### config.mk
export PLATFORM = sky130hd
export DESIGN_NAME = lbr_dump_engine
export DESIGN_NICKNAME = d
export VERILOG_FILES = /design/src/rtl/lbr_pkg.sv /design/src/rtl/lbr_dump_engine.sv
export SDC_FILE = /design/constraint.sdc
export NUM_CORES = 1
export LEC_CHECK = 0
export ABC_AREA = 1
export BUFFER_PORTS_ARGS = -buffer_cell sky130_fd_sc_hd__clkbuf_2
export CAP_MARGIN = 30
export CORE_MARGIN = 2
export CORE_UTILIZATION = 46
export CTS_BUF_LIST = sky130_fd_sc_hd__clkbuf_4
export CTS_CLUSTER_DIAMETER = 60
export DETAILED_ROUTE_END_ITERATION = 16
export PLACE_DENSITY = 0.79
export SYNTH_ARGS = -nofsm -noshare
export SYNTH_HDL_FRONTEND = slang
export SYNTH_SLANG_ARGS = --single-unit
### constraint.sdc
create_clock -name clock -period 2.29 [get_ports clock]
set_input_delay 0.458 -clock clock [delete_from_list [all_inputs] [get_ports clock]]
set_output_delay 0.458 -clock clock [all_outputs]
set_load 0.02 [all_outputs]
### src/rtl/lbr_pkg.sv
// Definitions shared by the LBR unit and its dump engine: dump FSM states,
// read-bank selects and the TOS register address.
package lbr_pkg;

  typedef enum logic [2:0] {
    IDLE,
    RD_TOS,
    RD_FROM,
    RD_TO,
    EMIT,
    FIN
  } lbr_dump_state_e;

  localparam logic [1:0] LBR_BANK_FROM = 2'b00;
  localparam logic [1:0] LBR_BANK_TO   = 2'b01;

  // TOS lives at the top bit of the LBR address space, above both banks.
  function automatic int unsigned lbr_tos_addr(input int unsigned aw);
    return 32'd1 << (aw - 1);
  endfunction

endpackage

### src/rtl/lbr_dump_engine.sv
// Freezes the LBR, walks the ring newest-to-oldest and streams {from,to,index}
// records over a valid/ready port, then releases the freeze.
module lbr_dump_engine
  import lbr_pkg::*;
#(
  parameter int  DATA_WIDTH   = 32,
  parameter int  ADDRESS_BITS = 20,
  parameter int  LBR_SIZE     = 16,
  localparam int IDX_W        = $clog2(LBR_SIZE),
  localparam int LBR_AW       = IDX_W + 2
) (
  input  logic                    clock,
  input  logic                    reset,
  input  logic                    start,
  input  logic                    abort,
  output logic [LBR_AW-1:0]       lbr_rd_addr,
  input  logic [DATA_WIDTH-1:0]   lbr_rd_data,
  output logic                    lbr_freeze,
  output logic                    out_valid,
  input  logic                    out_ready,
  output logic [ADDRESS_BITS-1:0] out_from,
  output logic [ADDRESS_BITS-1:0] out_to,
  output logic [IDX_W-1:0]        out_index,
  output logic                    out_last,
  output logic                    busy,
  output logic                    done
);

  localparam logic [LBR_AW-1:0] TOS_ADDR = LBR_AW'(lbr_tos_addr(LBR_AW));

  lbr_dump_state_e         state_q, state_d;
  logic [LBR_AW-1:0]       rd_addr_q, rd_addr_d;
  logic [IDX_W-1:0]        ptr_q, ptr_d;
  logic [IDX_W-1:0]        cnt_q, cnt_d;
  logic [ADDRESS_BITS-1:0] from_q, from_d;
  logic [ADDRESS_BITS-1:0] to_q, to_d;
  logic                    last;

  logic unused_rd_bits;
  assign unused_rd_bits = ^lbr_rd_data[DATA_WIDTH-1:ADDRESS_BITS];

  assign last = (cnt_q == IDX_W'(LBR_SIZE - 1));

  always_comb begin
    state_d = state_q;
    ptr_d   = ptr_q;
    cnt_d   = cnt_q;
    from_d  = from_q;
    to_d    = to_q;
    case (state_q)
      IDLE: begin
        if (start && !abort) state_d = RD_TOS;
      end
      RD_TOS: begin
        ptr_d   = lbr_rd_data[IDX_W-1:0];
        cnt_d   = '0;
        state_d = RD_FROM;
      end
      RD_FROM: begin
        from_d  = lbr_rd_data[ADDRESS_BITS-1:0];
        state_d = RD_TO;
      end
      RD_TO: begin
        to_d    = lbr_rd_data[ADDRESS_BITS-1:0];
        state_d = EMIT;
      end
      EMIT: begin
        if (out_ready) begin
          if (last) begin
            state_d = FIN;
          end else begin
            // Ring walks backwards in age; the IDX_W-bit subtract wraps 0 -> LBR_SIZE-1.
            ptr_d   = ptr_q - IDX_W'(1);
            cnt_d   = cnt_q + IDX_W'(1);
            state_d = RD_FROM;
          end
        end
      end
      FIN:     state_d = IDLE;
      default: state_d = IDLE;
    endcase
    if (abort && (state_q != IDLE)) state_d = IDLE;
  end

  // Read select is registered from the next state so it is valid for the whole
  // cycle the combinational read data is sampled, and can reset to zero.
  always_comb begin
    rd_addr_d = TOS_ADDR;
    case (state_d)
      RD_FROM: rd_addr_d = {LBR_BANK_FROM, ptr_d};
      RD_TO:   rd_addr_d = {LBR_BANK_TO, ptr_d};
      default: rd_addr_d = TOS_ADDR;
    endcase
  end

  always_ff @(posedge clock) begin
    if (reset) begin
      state_q   <= IDLE;
      rd_addr_q <= '0;
    end else begin
      state_q   <= state_d;
      rd_addr_q <= rd_addr_d;
    end
  end

  // Record/pointer registers are always loaded before use, so they carry no reset.
  always_ff @(posedge clock) begin
    ptr_q  <= ptr_d;
    cnt_q  <= cnt_d;
    from_q <= from_d;
    to_q   <= to_d;
  end

  assign lbr_rd_addr = rd_addr_q;
  assign busy        = (state_q != IDLE);
  assign lbr_freeze  = busy;
  assign done        = (state_q == FIN);
  assign out_valid   = (state_q == EMIT);
  assign out_from    = out_valid ? from_q : '0;
  assign out_to      = out_valid ? to_q : '0;
  assign out_index   = out_valid ? cnt_q : '0;
  assign out_last    = out_valid & last;

endmodule

==> summary.md <==
| Metric | Value |
|---|---|
| Worst-path maximum fanout | `25` |
| Peak per-stage delay on the critical path | `0.34 ns` |
| CP top delay family | `simple AND/OR/NAND/NOR gates` |
| Final nets | `371` |
| CTS clk-pin slew, worst paths | `0.09 ns` |
| Core ar. | `~5100 um2` |
| Finished Layout Cells | `407` |
| Detail Route Antenna Nets | `0` |
| Tot Pwr | `0.002103 W` |
| Crit path buf inv count | `2` |
| Setup violations, final | `0` |
| Num rows | `26` |
| Dpl cells | `389` |
| Ant. Diodes | `0` |
| Clock Path Buffers | `2` |
| Clock Latency Late Sink | `0.38 ns` |
| Iter 0 DRT Violations | `69` |
| #FFs+latches synth | `57` |
| Total GRT Usage | `16.04%` |
| Number of global-route vias before repair | `around 1700` |
| CP max-delay cell | `dfxtp_1` |
| Die H | `76.59 um` |
| I/O Buffers | `79` |
| Commonest non-fill, non-tap cell in the layout | `clkbuf_2` |
| Critical path capture point type | `output port` |
| Post-place setup slack | `0.3886 ns` |
| Tmin final | `2.089 ns` |
| Post-synthesis cell area | `2424 um2` |
| Fin worst setup slack | `0.2012 ns` |
| Fin crit share | `about nine tenths` |
| Clock Sinks | `57` |
| CTS tree | `yes` |
| Slew Limit Fails | `0` |
| DP Area | `2914 um2` |
| H-Tree Depth | `3` |
| Skew final | `around 0.012 ns` |
| Total gr overflow | `0` |
| Count of final hold-check violations | `0` |
| Maxcap violations | `0` |
| WL/cell | `11.97 um` |
| Num CTS Buffers | `9` |
| First-pass DRT Iterations | `4` |
| Ports | `92` |
| Hold WC Path Type | `input port to flip-flop` |
| Worst setup path category | `flip-flop to output port` |
| Met1 WL | `between 2 and 2.5 mm` |
| Outcome | `completed` |
| Slew HR | `69.30%` |
| Dpl hpwl | `3.171 mm` |
| Ys Warns | `0` |
| CTS Hold Buffers Added | `0` |
| RSZ-0062 raised after global routing | `false` |
| Initial antenna violation count | `0` |
| Worst VDD drop | `402.2 uV` |
| Worst EP arrival | `around 1.6 ns` |
| Internal reg-to-reg setup slack | `0.60 ns` |
| Worst Max-Slew Pin Slew | `0.4590 ns` |
| Crit path cell chain | `inv_2 -> nand3_4 -> nor2_1 -> clkbuf_2` |
| Seq/Total Area, Yosys | `65.26%` |
| Worst setup SP type | `flip-flop` |
| Cell variety after synth | `23` |
| Share of cells above drive strength 1 | `roughly a third` |
| Power Density | `slightly below 700 nW/um2` |
| Area Overhead vs Synth | `26.38%` |
| Clk root buf | `clkbuf_4` |
| Leak | `1.556 nW` |
| Drt total wl | `4.873 mm` |
| FMAX | `478.8 MHz` |
| Starting Density | `47.45%` |
| WL met3 | `288 um` |
| Synth Area per Inst | `9.974 um2` |
| Syn Nets | `282` |
| Finished layout cell area | `3063 um2` |
| Max Used Layer | `met4` |
| Via density | `4.447` |
| Via count | `1810` |
| Wire length on met2 | `2.417 mm` |
| Largest net degree at the start of global routing | `51` |
| Commonest non-fill, non-tap cells in the layout | `79 x clkbuf_2, 60 x inv_1, 55 x nor2_1` |
| Remaining DRCs | `0` |
| Global-route wire length before repair | `approximately 7.2 mm` |
| Post-synthesis cell count | `243` |
| Die ar. | `5865 um2` |
| Data required time of the worst path | `1.83 ns` |
| Die width | `76.59 um` |
| Hold slack final | `0.2622 ns` |
| Routability congestion estimate | `0.8493` |
## cells in the mapped netlist
| library cell | instances | share of area (%) |
|---|---|---|
| nor2_2 | 1 | 0.26 |
| or2_2 | 1 | 0.26 |
| a21oi_1 | 5 | 1.0 |
| nand3_1 | 8 | 1.7 |
| nor2_1 | 55 | 8.5 |
| o21bai_1 | 1 | 0.31 |
| inv_2 | 3 | 0.46 |
| nand3_4 | 2 | 1.4 |
| ha_1 | 2 | 1.0 |
| nand3_2 | 1 | 0.41 |
| nand2_4 | 2 | 0.93 |
| nand2_2 | 1 | 0.26 |
| buf_4 | 1 | 0.31 |
| buf_2 | 4 | 0.83 |
| edfxtp_1 | 44 | 55 |
| nor3_1 | 2 | 0.41 |
| o21ai_0 | 5 | 1.0 |
| nand2_1 | 25 | 3.9 |
| inv_1 | 61 | 9.4 |
| dfxtp_1 | 13 | 11 |
| buf_6 | 1 | 0.46 |
| clkinv_4 | 1 | 0.36 |
| a21oi_2 | 4 | 1.4 |
## worst paths after layout
kind,from,end,cells past startpoint
setup / recovery,state_q[1],out_to[15],4
hold / removal,lbr_rd_data[14],from_q[14],1
setup reg to reg,cnt_q[0],cnt_q[1],6
hold reg to reg,ptr_q[1],lbr_rd_addr[1],2
## layout make-up
class	instances	area [um2]
flip-flops and latches	57	1583
clock buffers	14	105.1
well taps	70	87.58
fillers	455	2044
inverters	65	249.0
repair buffers	82	430.4
clock inverters	2	7.507
multi-input cells	117	600.6
## sequential cells by signal (all words and copies together) (netlist names)
name and cells:
from_q 20, to_q 20, lbr_rd_addr 6, cnt_q 4, ptr_q 4, state_q 3
## kinds of logic (layout without fill, tap and decap cells)
group,Yosys count,in the layout,share of synthesized area (%)
buf+inv,71,163,11.87
compound gates,15,15,3.820
flops,57,57,65.26
fa+ha+maj,2,2,1.032
simple gates,98,100,18.02
## repair_timing
item	CTS	global route
cloned	0	2
endpoints found under the setup margin	25	46
pin swaps	1	1
buffers inserted	0	0
gates resized for setup	1	3
## metrics by stage
step	TNS, ns	utilization, %
after CTS	-0.0006598	59.26
after global routing	0	59.97
after global placement	0	57.06
after floorplan	0	-
final	0	59.97
after detailed placement	0	57.06
## per-layer routing
metal | vias to the layer above | track usage [%]
li1 | 931 | -
met1 | 811 | 17.65
met2 | 61 | 28.14
met3 | 7 | 5.095
met4 | 0 | 7.455
met5 | - | 0
## where the power goes
group | switching, W | total [W] | leakage, nW | internal [W]
clock network | 0.000320 | 0.000599 | 0.0675 | 0.000279
logic | 0.000193 | 0.000293 | 0.982 | 0.0000998
registers | 0.0000288 | 0.00121 | 0.507 | 0.00118
total | 0.000541 | 0.00210 | 1.56 | 0.00156
Power figures use the tool's default switching activity.
